[config.mk]
export PLATFORM = sky130hd
export DESIGN_NAME = pwm_hue_sequencer
export DESIGN_NICKNAME = d
export VERILOG_FILES = /design/src/rtl/pwm_seq_pkg.sv /design/src/rtl/pwm_hue_sequencer_tick_gen.sv /design/src/rtl/pwm_hue_sequencer.sv
export SDC_FILE = /design/constraint.sdc
export NUM_CORES = 1
export LEC_CHECK = 0
export ABC_AREA = 1
export CAP_MARGIN = 5
export CORE_MARGIN = 5
export CORE_UTILIZATION = 40
export DETAILED_ROUTE_END_ITERATION = 8
export PLACE_DENSITY = 0.71
export SLEW_MARGIN = 20
export SYNTH_ARGS = -nofsm -noshare
export SYNTH_HDL_FRONTEND = slang
export SYNTH_SLANG_ARGS = --single-unit
[constraint.sdc]
create_clock -name clk -period 4.14 [get_ports clk]
set_input_delay 0.828 -clock clk [delete_from_list [all_inputs] [get_ports clk]]
set_output_delay 0.828 -clock clk [all_outputs]
set_load 0.05 [all_outputs]
[src/rtl/pwm_seq_pkg.sv]
// Shared types and constants for the RGB hue-wheel sequencer.
// The state enum, the wheel phase names and the duty width helper live here.
package pwm_seq_pkg;

    typedef enum logic [1:0] {
        IDLE  = 2'd0,
        RUN   = 2'd1,
        PAUSE = 2'd2,
        DONE  = 2'd3
    } state_e;

    // Wheel phases, named after the colour the phase fades towards.
    localparam logic [2:0] PH_RG = 3'd0;
    localparam logic [2:0] PH_G  = 3'd1;
    localparam logic [2:0] PH_GB = 3'd2;
    localparam logic [2:0] PH_B  = 3'd3;
    localparam logic [2:0] PH_BR = 3'd4;
    localparam logic [2:0] PH_RB = 3'd5;

    function automatic int duty_width(input int interval);
        return (interval > 32'sd1) ? $clog2(interval) : 32'sd1;
    endfunction

endpackage

[src/rtl/pwm_hue_sequencer_tick_gen.sv]
// Update-rate timer: counts 0..UPDATE_CYCLES-1 while run is high and
// flags the last count as a tick; clr zeroes it, and it holds while run is low.
module tick_gen #(
    parameter int UPDATE_CYCLES = 10000
) (
    input  logic clk,
    input  logic rst_n,
    input  logic clr,
    input  logic run,
    output logic tick
);

    localparam int TW = (UPDATE_CYCLES > 1) ? $clog2(UPDATE_CYCLES) : 1;
    localparam logic [TW-1:0] LAST = TW'(UPDATE_CYCLES - 1);

    logic [TW-1:0] timer_q;
    logic [TW-1:0] timer_d;

    assign tick = run && !clr && (timer_q == LAST);

    // Next timer value: clear wins, then wrap on tick, else count or hold.
    always_comb begin
        timer_d = timer_q;
        if (clr) begin
            timer_d = {TW{1'b0}};
        end else if (tick) begin
            timer_d = {TW{1'b0}};
        end else if (run) begin
            timer_d = timer_q + TW'(1);
        end else begin
            timer_d = timer_q;
        end
    end

    // Timer register with synchronous active-low reset.
    always_ff @(posedge clk) begin
        if (!rst_n) begin
            timer_q <= {TW{1'b0}};
        end else begin
            timer_q <= timer_d;
        end
    end

endmodule

[src/rtl/pwm_hue_sequencer.sv]
// Colour-wheel fade controller producing R/G/B duty words for three pwm blocks.
// Define PWM_SEQ_ONESHOT_EN to stop in a DONE state after one revolution.
module pwm_hue_sequencer
    import pwm_seq_pkg::*;
#(
    parameter int PWM_INTERVAL  = 1200,
    parameter int UPDATE_CYCLES = 10000,
    parameter int STEP_SIZE     = 1
) (
    input  logic                                  clk,
    input  logic                                  rst_n,
    input  logic                                  enable,
    input  logic                                  hold,
    output logic [duty_width(PWM_INTERVAL)-1:0]   duty_r,
    output logic [duty_width(PWM_INTERVAL)-1:0]   duty_g,
    output logic [duty_width(PWM_INTERVAL)-1:0]   duty_b,
    output logic [2:0]                            phase,
    output logic                                  cycle_done
);

    localparam int DUTY_W = duty_width(PWM_INTERVAL);
    localparam logic [DUTY_W-1:0] DUTY_MAX = DUTY_W'(PWM_INTERVAL - 1);
    localparam logic [DUTY_W:0]   STEP     = (DUTY_W + 1)'(STEP_SIZE);

    state_e            state_q, state_d;
    logic [2:0]        phase_q, phase_d;
    logic [DUTY_W-1:0] ramp_q, ramp_d;
    logic              cycle_done_q, cycle_done_d;
    logic [DUTY_W:0]   sum_s;
    logic              tick_s, clr_s, run_s;
    logic [DUTY_W-1:0] duty_r_s, duty_g_s, duty_b_s;

    assign clr_s = !enable || (state_q == IDLE) || (state_q == DONE);
    assign run_s = (state_q == RUN) && !hold;
    assign sum_s = {1'b0, ramp_q} + STEP;

    tick_gen #(
        .UPDATE_CYCLES(UPDATE_CYCLES)
    ) u_tick_gen (
        .clk  (clk),
        .rst_n(rst_n),
        .clr  (clr_s),
        .run  (run_s),
        .tick (tick_s)
    );

    // Next-state, ramp and phase logic; enable low overrides everything but reset.
    always_comb begin
        state_d      = state_q;
        phase_d      = phase_q;
        ramp_d       = ramp_q;
        cycle_done_d = 1'b0;
        if (!enable) begin
            state_d = IDLE;
            phase_d = PH_RG;
            ramp_d  = {DUTY_W{1'b0}};
        end else begin
            case (state_q)
                IDLE: begin
                    state_d = RUN;
                    phase_d = PH_RG;
                    ramp_d  = {DUTY_W{1'b0}};
                end
                RUN: begin
                    if (hold) begin
                        state_d = PAUSE;
                    end else if (tick_s && (ramp_q == DUTY_MAX)) begin
                        ramp_d       = {DUTY_W{1'b0}};
                        phase_d      = (phase_q == PH_RB) ? PH_RG : phase_q + 3'd1;
                        cycle_done_d = (phase_q == PH_RB);
`ifdef PWM_SEQ_ONESHOT_EN
                        // Last step of the wheel parks on full red instead of wrapping.
                        if (phase_q == PH_RB) begin
                            state_d = DONE;
                            ramp_d  = ramp_q;
                            phase_d = phase_q;
                        end else begin
                            state_d = RUN;
                        end
`endif
                    end else if (tick_s) begin
                        ramp_d = (sum_s > {1'b0, DUTY_MAX}) ? DUTY_MAX : sum_s[DUTY_W-1:0];
                    end else begin
                        state_d = RUN;
                    end
                end
                PAUSE: begin
                    state_d = hold ? PAUSE : RUN;
                end
                DONE: begin
`ifdef PWM_SEQ_ONESHOT_EN
                    state_d = DONE;
`else
                    state_d = IDLE;
                    phase_d = PH_RG;
                    ramp_d  = {DUTY_W{1'b0}};
`endif
                end
                default: begin
                    state_d = IDLE;
                    phase_d = PH_RG;
                    ramp_d  = {DUTY_W{1'b0}};
                end
            endcase
        end
    end

    // Sequencer registers with synchronous active-low reset.
    always_ff @(posedge clk) begin
        if (!rst_n) begin
            state_q      <= IDLE;
            phase_q      <= PH_RG;
            ramp_q       <= {DUTY_W{1'b0}};
            cycle_done_q <= 1'b0;
        end else begin
            state_q      <= state_d;
            phase_q      <= phase_d;
            ramp_q       <= ramp_d;
            cycle_done_q <= cycle_done_d;
        end
    end

    // Duty decode straight from the registers so duties track ramp with no extra delay.
    always_comb begin
        duty_r_s = {DUTY_W{1'b0}};
        duty_g_s = {DUTY_W{1'b0}};
        duty_b_s = {DUTY_W{1'b0}};
        if (state_q != IDLE) begin
            case (phase_q)
                PH_RG: begin duty_r_s = DUTY_MAX;          duty_g_s = ramp_q;            end
                PH_G:  begin duty_r_s = DUTY_MAX - ramp_q; duty_g_s = DUTY_MAX;          end
                PH_GB: begin duty_g_s = DUTY_MAX;          duty_b_s = ramp_q;            end
                PH_B:  begin duty_g_s = DUTY_MAX - ramp_q; duty_b_s = DUTY_MAX;          end
                PH_BR: begin duty_r_s = ramp_q;            duty_b_s = DUTY_MAX;          end
                PH_RB: begin duty_r_s = DUTY_MAX;          duty_b_s = DUTY_MAX - ramp_q; end
                default: begin
                    duty_r_s = {DUTY_W{1'b0}};
                    duty_g_s = {DUTY_W{1'b0}};
                    duty_b_s = {DUTY_W{1'b0}};
                end
            endcase
        end else begin
            duty_r_s = {DUTY_W{1'b0}};
            duty_g_s = {DUTY_W{1'b0}};
            duty_b_s = {DUTY_W{1'b0}};
        end
    end

    assign duty_r     = duty_r_s;
    assign duty_g     = duty_g_s;
    assign duty_b     = duty_b_s;
    assign phase      = phase_q;
    assign cycle_done = cycle_done_q;

endmodule
; Yosys cells after proc, flatten, opt, wreduce, memory -nomap -nowiden
; Cells that the tools add are included.
[op_classes]
magnitude_cmp = 1
n_eq_ne = 15
n_bitwise = 4
muxes = 20
addsub = 4
reduce_logical = 23
[ops]
columns = operator, count
row1 = $pmux 11 s3, 3
row2 = $mux 11, 7
row3 = $pmux 11 s2, 1
row4 = $add 14x1->14 const B, 1
row5 = $eq 14x14->1 const B, 1
row6 = $add 11x1->12 const B, 1
row7 = $gt 12x11->1 const B, 1
row8 = $eq 11x11->1 const B, 1
row9 = $sub 11x11->11 const A, 1
row10 = $mux 3, 3
row11 = $mux 2, 4
row12 = $pmux 2 s4, 1
row13 = $reduce_or 2->1, 4
row14 = $eq 3x2->1 const B, 2
row15 = $eq 3x3->1 const B, 2
row16 = $ne 3x3->1 const B, 2
row17 = $pmux 3 s2, 1
row18 = $reduce_and 3->1, 2
row19 = $reduce_or 5->1, 1
row20 = $eq 2x2->1 const B, 2
row21 = $logic_and 1x1->1, 4
row22 = $not 1->1, 4
row23 = $reduce_and 2->1, 2
row24 = $reduce_bool 2->1, 2
row25 = other kinds (11), 14
[totals]
output_inout_bits = 37
word_cells = 72
regBits = 31

; Longest topological paths before layout
[logic_depth]
depth_word = 10
mapped_depth = 13
mapped_depth_nobuf = 13

; Hierarchy
; From an unflattened synthesis, not the netlist that was laid out.
[unflattened]
cells_unflattened = 421
area_unflattened_um2 = 2575.0
[by_module_without_submodules]
columns = mod, instances, area_per_inst_um2, cells_per_inst, seq_area_each_um2
row1 = pwm_hue_sequencer, 1, 1820.5, 316, 340.3
row2 = tick_gen, 1, 754.5, 105, 280.3

; Least setup slack after synthesis
; Ideal clock, no wire load.
[synth_path]
path_type = register to output
from = register phase_q[0], in the netlist phase[0]
to = output duty_r[4]
arrival_ps = 2580
path_buffers = 0
path_stages_with_launch = 5
slack_ps = 732
required_ps = 3312
path_cell_list = dfxtp_1 > inv_1 > nor3_2 > inv_1 > a211oi_1
[synth_between]
elab_chain_cells = 4
word_cells_on_any_way = 7
[synth_rtl]
columns = element, line_no
row1 = from (decl), pwm_hue_sequencer.sv:26  ; logic [2:0] phase_q, phase_d;
row2 = from (signal assigned), pwm_hue_sequencer.sv:117  ; phase_q <= phase_d;
row3 = $eq 3x3->1 or $logic_not 3->1 (tied branches), pwm_hue_sequencer.sv:129  ; case (phase_q)
row4 = $reduce_or 2->1 (no line), n/a
row5 = $pmux 11 s3 (*), pwm_hue_sequencer.sv:129
row6 = $mux 11 (*), pwm_hue_sequencer.sv:128  ; if (state_q != IDLE) begin
row7 = to (decl), pwm_hue_sequencer.sv:14  ; output logic [duty_width(PWM_INTERVAL)-1:0] duty_r,
; Mark *: on every way between the ends. The rest lies on a longest branch, timed or not.

; Worst setup path in the final report
[layout_path]
from = register ramp_q[5]
to = output duty_b[10]
[layout_between]
elab_chain_cells = 3
[layout_rtl]
columns = element, line_no
row1 = from (decl), pwm_hue_sequencer.sv:27  ; logic [DUTY_W-1:0] ramp_q, ramp_d;
row2 = from (signal assigned), pwm_hue_sequencer.sv:113  ; ramp_q <= {DUTY_W{1'b0}};
row3 = from (signal assigned), pwm_hue_sequencer.sv:118  ; ramp_q <= ramp_d;
row4 = $sub 11x11->11, pwm_hue_sequencer.sv:135  ; PH_RB: begin duty_r_s = DUTY_MAX; duty_b_s = DUTY_MAX - ramp_q; end
row5 = $pmux 11 s3, pwm_hue_sequencer.sv:129
row6 = $mux 11, pwm_hue_sequencer.sv:128
row7 = to (decl), pwm_hue_sequencer.sv:16  ; output logic [duty_width(PWM_INTERVAL)-1:0] duty_b,
; No other way between the ends.

==> results.md <==
* Vias in the first global route at 2609
* N_diodes at 0
* Final worst setup slack at 0.459 ns
* MaxCap Viol Count at 0
* First drt pass iteration count at 5
* Peak VDD IR at slightly below 0.2 mV
* WP data required at 3.31 ns
* PwrDens at 213 nW/um^2
* First-pass GRT wire length at approximately 12000 um
* Htree depth at 2
* Via count at 2845
* Layout Nets at 469
* # IOs at between 40 and 50
* Number of setup buffers added after CTS at 0
* RSZ-0062 raised after global routing: false
* Syn Nets at 433
* # DRC at 0
* CTS Buffer Depth at 2
* Yosys reg bits at 31
* Final Hold Viols at 0
* CP Max Fanout at 9
* Cell Area, Synth at 2560 um^2
* Worst min path class: reg2reg
* Synth Instances at around 420
* Number of gates resized after CTS at 0
* Port bufs at 40
* Critical path's most frequent cell: nand2_1
* Synth Warn # at 0
* Min cycle time layout at 3.68 ns
* CTS tree: yes
* Number of setup violations in the final report at 0
* Routability cong. at 0.949
* Crit end category: primary output
* Crit-path leading delay family: buffers and inverters
* Post-synthesis sequential area ratio at 24.2%
* Crit start category: register
* Total CTS buffers at 5
* Initial DRC Count at roughly 200
* Post-route total power at 0.000655 W
* Yosys cell types at 42
* Chip width at 90.0 um
* Tcrit/Tclk final at roughly nine tenths
* Global route total overflow at 0
* Final slew viol count at 0
* Clk Latency, worst-skew pair at 0.30 ns
* CTS sink cnt at 31
* Crit path cell chain: ha_1 -> or2_2 -> nand2_1 -> nand2_1 -> xnor2_1 -> nand2_1 -> a31oi_1 -> clkdlybuf4s50_1
* LEAKAGE at 1.24 nW
* Routed WL at 7000 um
* Syn Area/Cell at 6.13 um^2
* Post-Place Worst Slack at between 0.8 and 0.9 ns
* Outcome: complete, no violations
* Clock Tree Root: clkbuf_8
* Die Ht at 90.0 um
* Core area at ~6300 um^2
* Tot GR Track Use at between 10% and 20%
* Final core occ at 49.1%
* Starting Density at 40.8%
* Num rows at 29
* Fmax at 0.272 GHz
* Final TNS setup at 0 ns
* Critical path buffer and inverter count at 1
* CP max stage delay at around 0.84 ns
* Largest net degree at the start of global routing at 25
* Wirelength per Cell at 13.2 um
* Die area at 8100 um^2
* ANT nets after route at 0
* Rel. slew slack at 45.4%
* Worst-margin pin slew at approximately 0.8 ns
* Slowest-stage cell, CP: clkdlybuf4s50_1
* Antenna violations before repair at 0
* Layout cell share with drive strength beyond 1 at between 7 and 8%
* Synth-to-layout area growth at 20.4%
* CP Class: reg2out
* Worst-path clk slew at 0.07 ns
* Final Skew at around 0.004 ns
* Hold buffers post-CTS at 0
* Worst EP arrival at roughly 2.9 ns
* Via density at between 5 and 6
* HPWL Detailed at 5340 um
layout make-up:
cell class / instances / area [um^2]
Clock buffer: 6 / 72.6
Timing Repair Buffer: 42 / 415
Fill cell: 653 / 3190
Clock inverter: 2 / 12.5
Tap cell: 77 / 96.3
Sequential cell: 31 / 621
Inverter: 68 / 255
Multi-Input combinational cell: 306 / 1610
through the flow:
stage	hold slack (ns)	area, um^2	cells
after global routing	0.532	3080	532
after floorplan	0.458	2560	418
final	0.508	3080	532
after global placement	0.479	3000	524
after CTS	0.513	3080	532
after detailed placement	0.503	3000	524
flip-flops by register name, indices dropped and copies added, names as in the netlist:
| signal | cells |
|---|---|
| state_q | 2 |
| u_tick_gen.timer_q | 14 |
| phase | 3 |
| cycle_done | 1 |
| ramp_q | 11 |
power by group:
part | switching, W | leakage, nW | internal, W
clock | 0.000125 | 0.0412 | 0.000117
sequential | 0.00000310 | 0.250 | 0.000300
combinational | 0.0000783 | 0.953 | 0.0000312
cell usage after synthesis, drive strengths merged:
library cell | n | area share [%]
and2 | 1 | 0.24
o21ai | 34 | 6.8
a211oi | 4 | 1.2
xor2 | 7 | 2.4
nor2 | 55 | 8.9
a22oi | 2 | 0.59
nand2 | 94 | 14
a31o | 1 | 0.34
buf | 8 | 2.1
ha | 11 | 5.4
xnor2 | 3 | 1.0
nor3 | 10 | 2.7
a31oi | 1 | 0.24
nor3b | 1 | 0.29
a221oi | 2 | 0.68
nand3 | 19 | 3.9
inv | 67 | 9.8
nand4 | 7 | 1.7
o22ai | 7 | 1.7
a21oi | 39 | 7.9
or2 | 2 | 0.49
clkbuf | 5 | 0.73
dfxtp | 31 | 24
clkinv | 1 | 0.15
nand3b | 3 | 1.0
nor4 | 1 | 0.24
o21a | 1 | 0.29
o221ai | 1 | 0.34
routing by layer:
layer	global-route usage [%]	wire length [um]
met1	21.9	3090
met5	0	0
met4	3.97	89
met3	4.92	464
met2	29.2	3360
path summary, 6_finish.rpt:
path                                      startpoint                                  to  slack, ns  cells after the start
setup / recovery              ramp_q[5]$_SDFFE_PN0P_                          duty_b[10]       0.46                      8
hold / removal    u_tick_gen.timer_q[1]$_SDFFE_PP0P_  u_tick_gen.timer_q[1]$_SDFFE_PP0P_       0.51                      2
setup reg to reg             state_q[1]$_SDFFE_PN0P_              ramp_q[8]$_SDFFE_PN0P_       1.36                     12
hold reg to reg   u_tick_gen.timer_q[1]$_SDFFE_PP0P_  u_tick_gen.timer_q[1]$_SDFFE_PP0P_       0.51                      2
placed cells by master (no fill, tap or decap), types with 2 or more instances in the layout:
cell              n
nand2_1          89
inv_1            63
nor2_1           50
clkdlybuf4s50_1  40
a21oi_1          37
o21ai_0          33
dfxtp_1          31
nand3_1          18
ha_1             11
xor2_1            7
o22ai_1           7
nand4_1           7
nor3_1            6
clkbuf_8          5
inv_2             4
nor3_2            4
a211oi_1          4
nand2_2           4
nor2_2            3
xnor2_1           3
a22oi_1           2
a221oi_1          2
nor2_4            2
nand3b_1          2
a21oi_2           2
buf_4             2
worst reg2reg max path: stages, from the launching register on:
cell and delay [ns]:
dfxtp_1 0.33, inv_1 0.10, ha_1 0.70, inv_2 0.27
nand3_1 0.21, nor2_1 0.06, nand4_1 0.12, nand2_1 0.07
nand2_1 0.35, nor2_1 0.08, buf_4 0.20, nand3b_1 0.10
a21oi_1 0.06
cells by family after synthesis:
group                      share of synthesized area [%]
DFF                                                 24.2
and+or+nand+nor                                     34.1
adders and majority gates                           5.37
xor gates and xnor gates                            3.42
buffers and inverters                               12.8
AOI/OAI and AO/OA                                   20.1
Power figures use the tool's default switching activity.
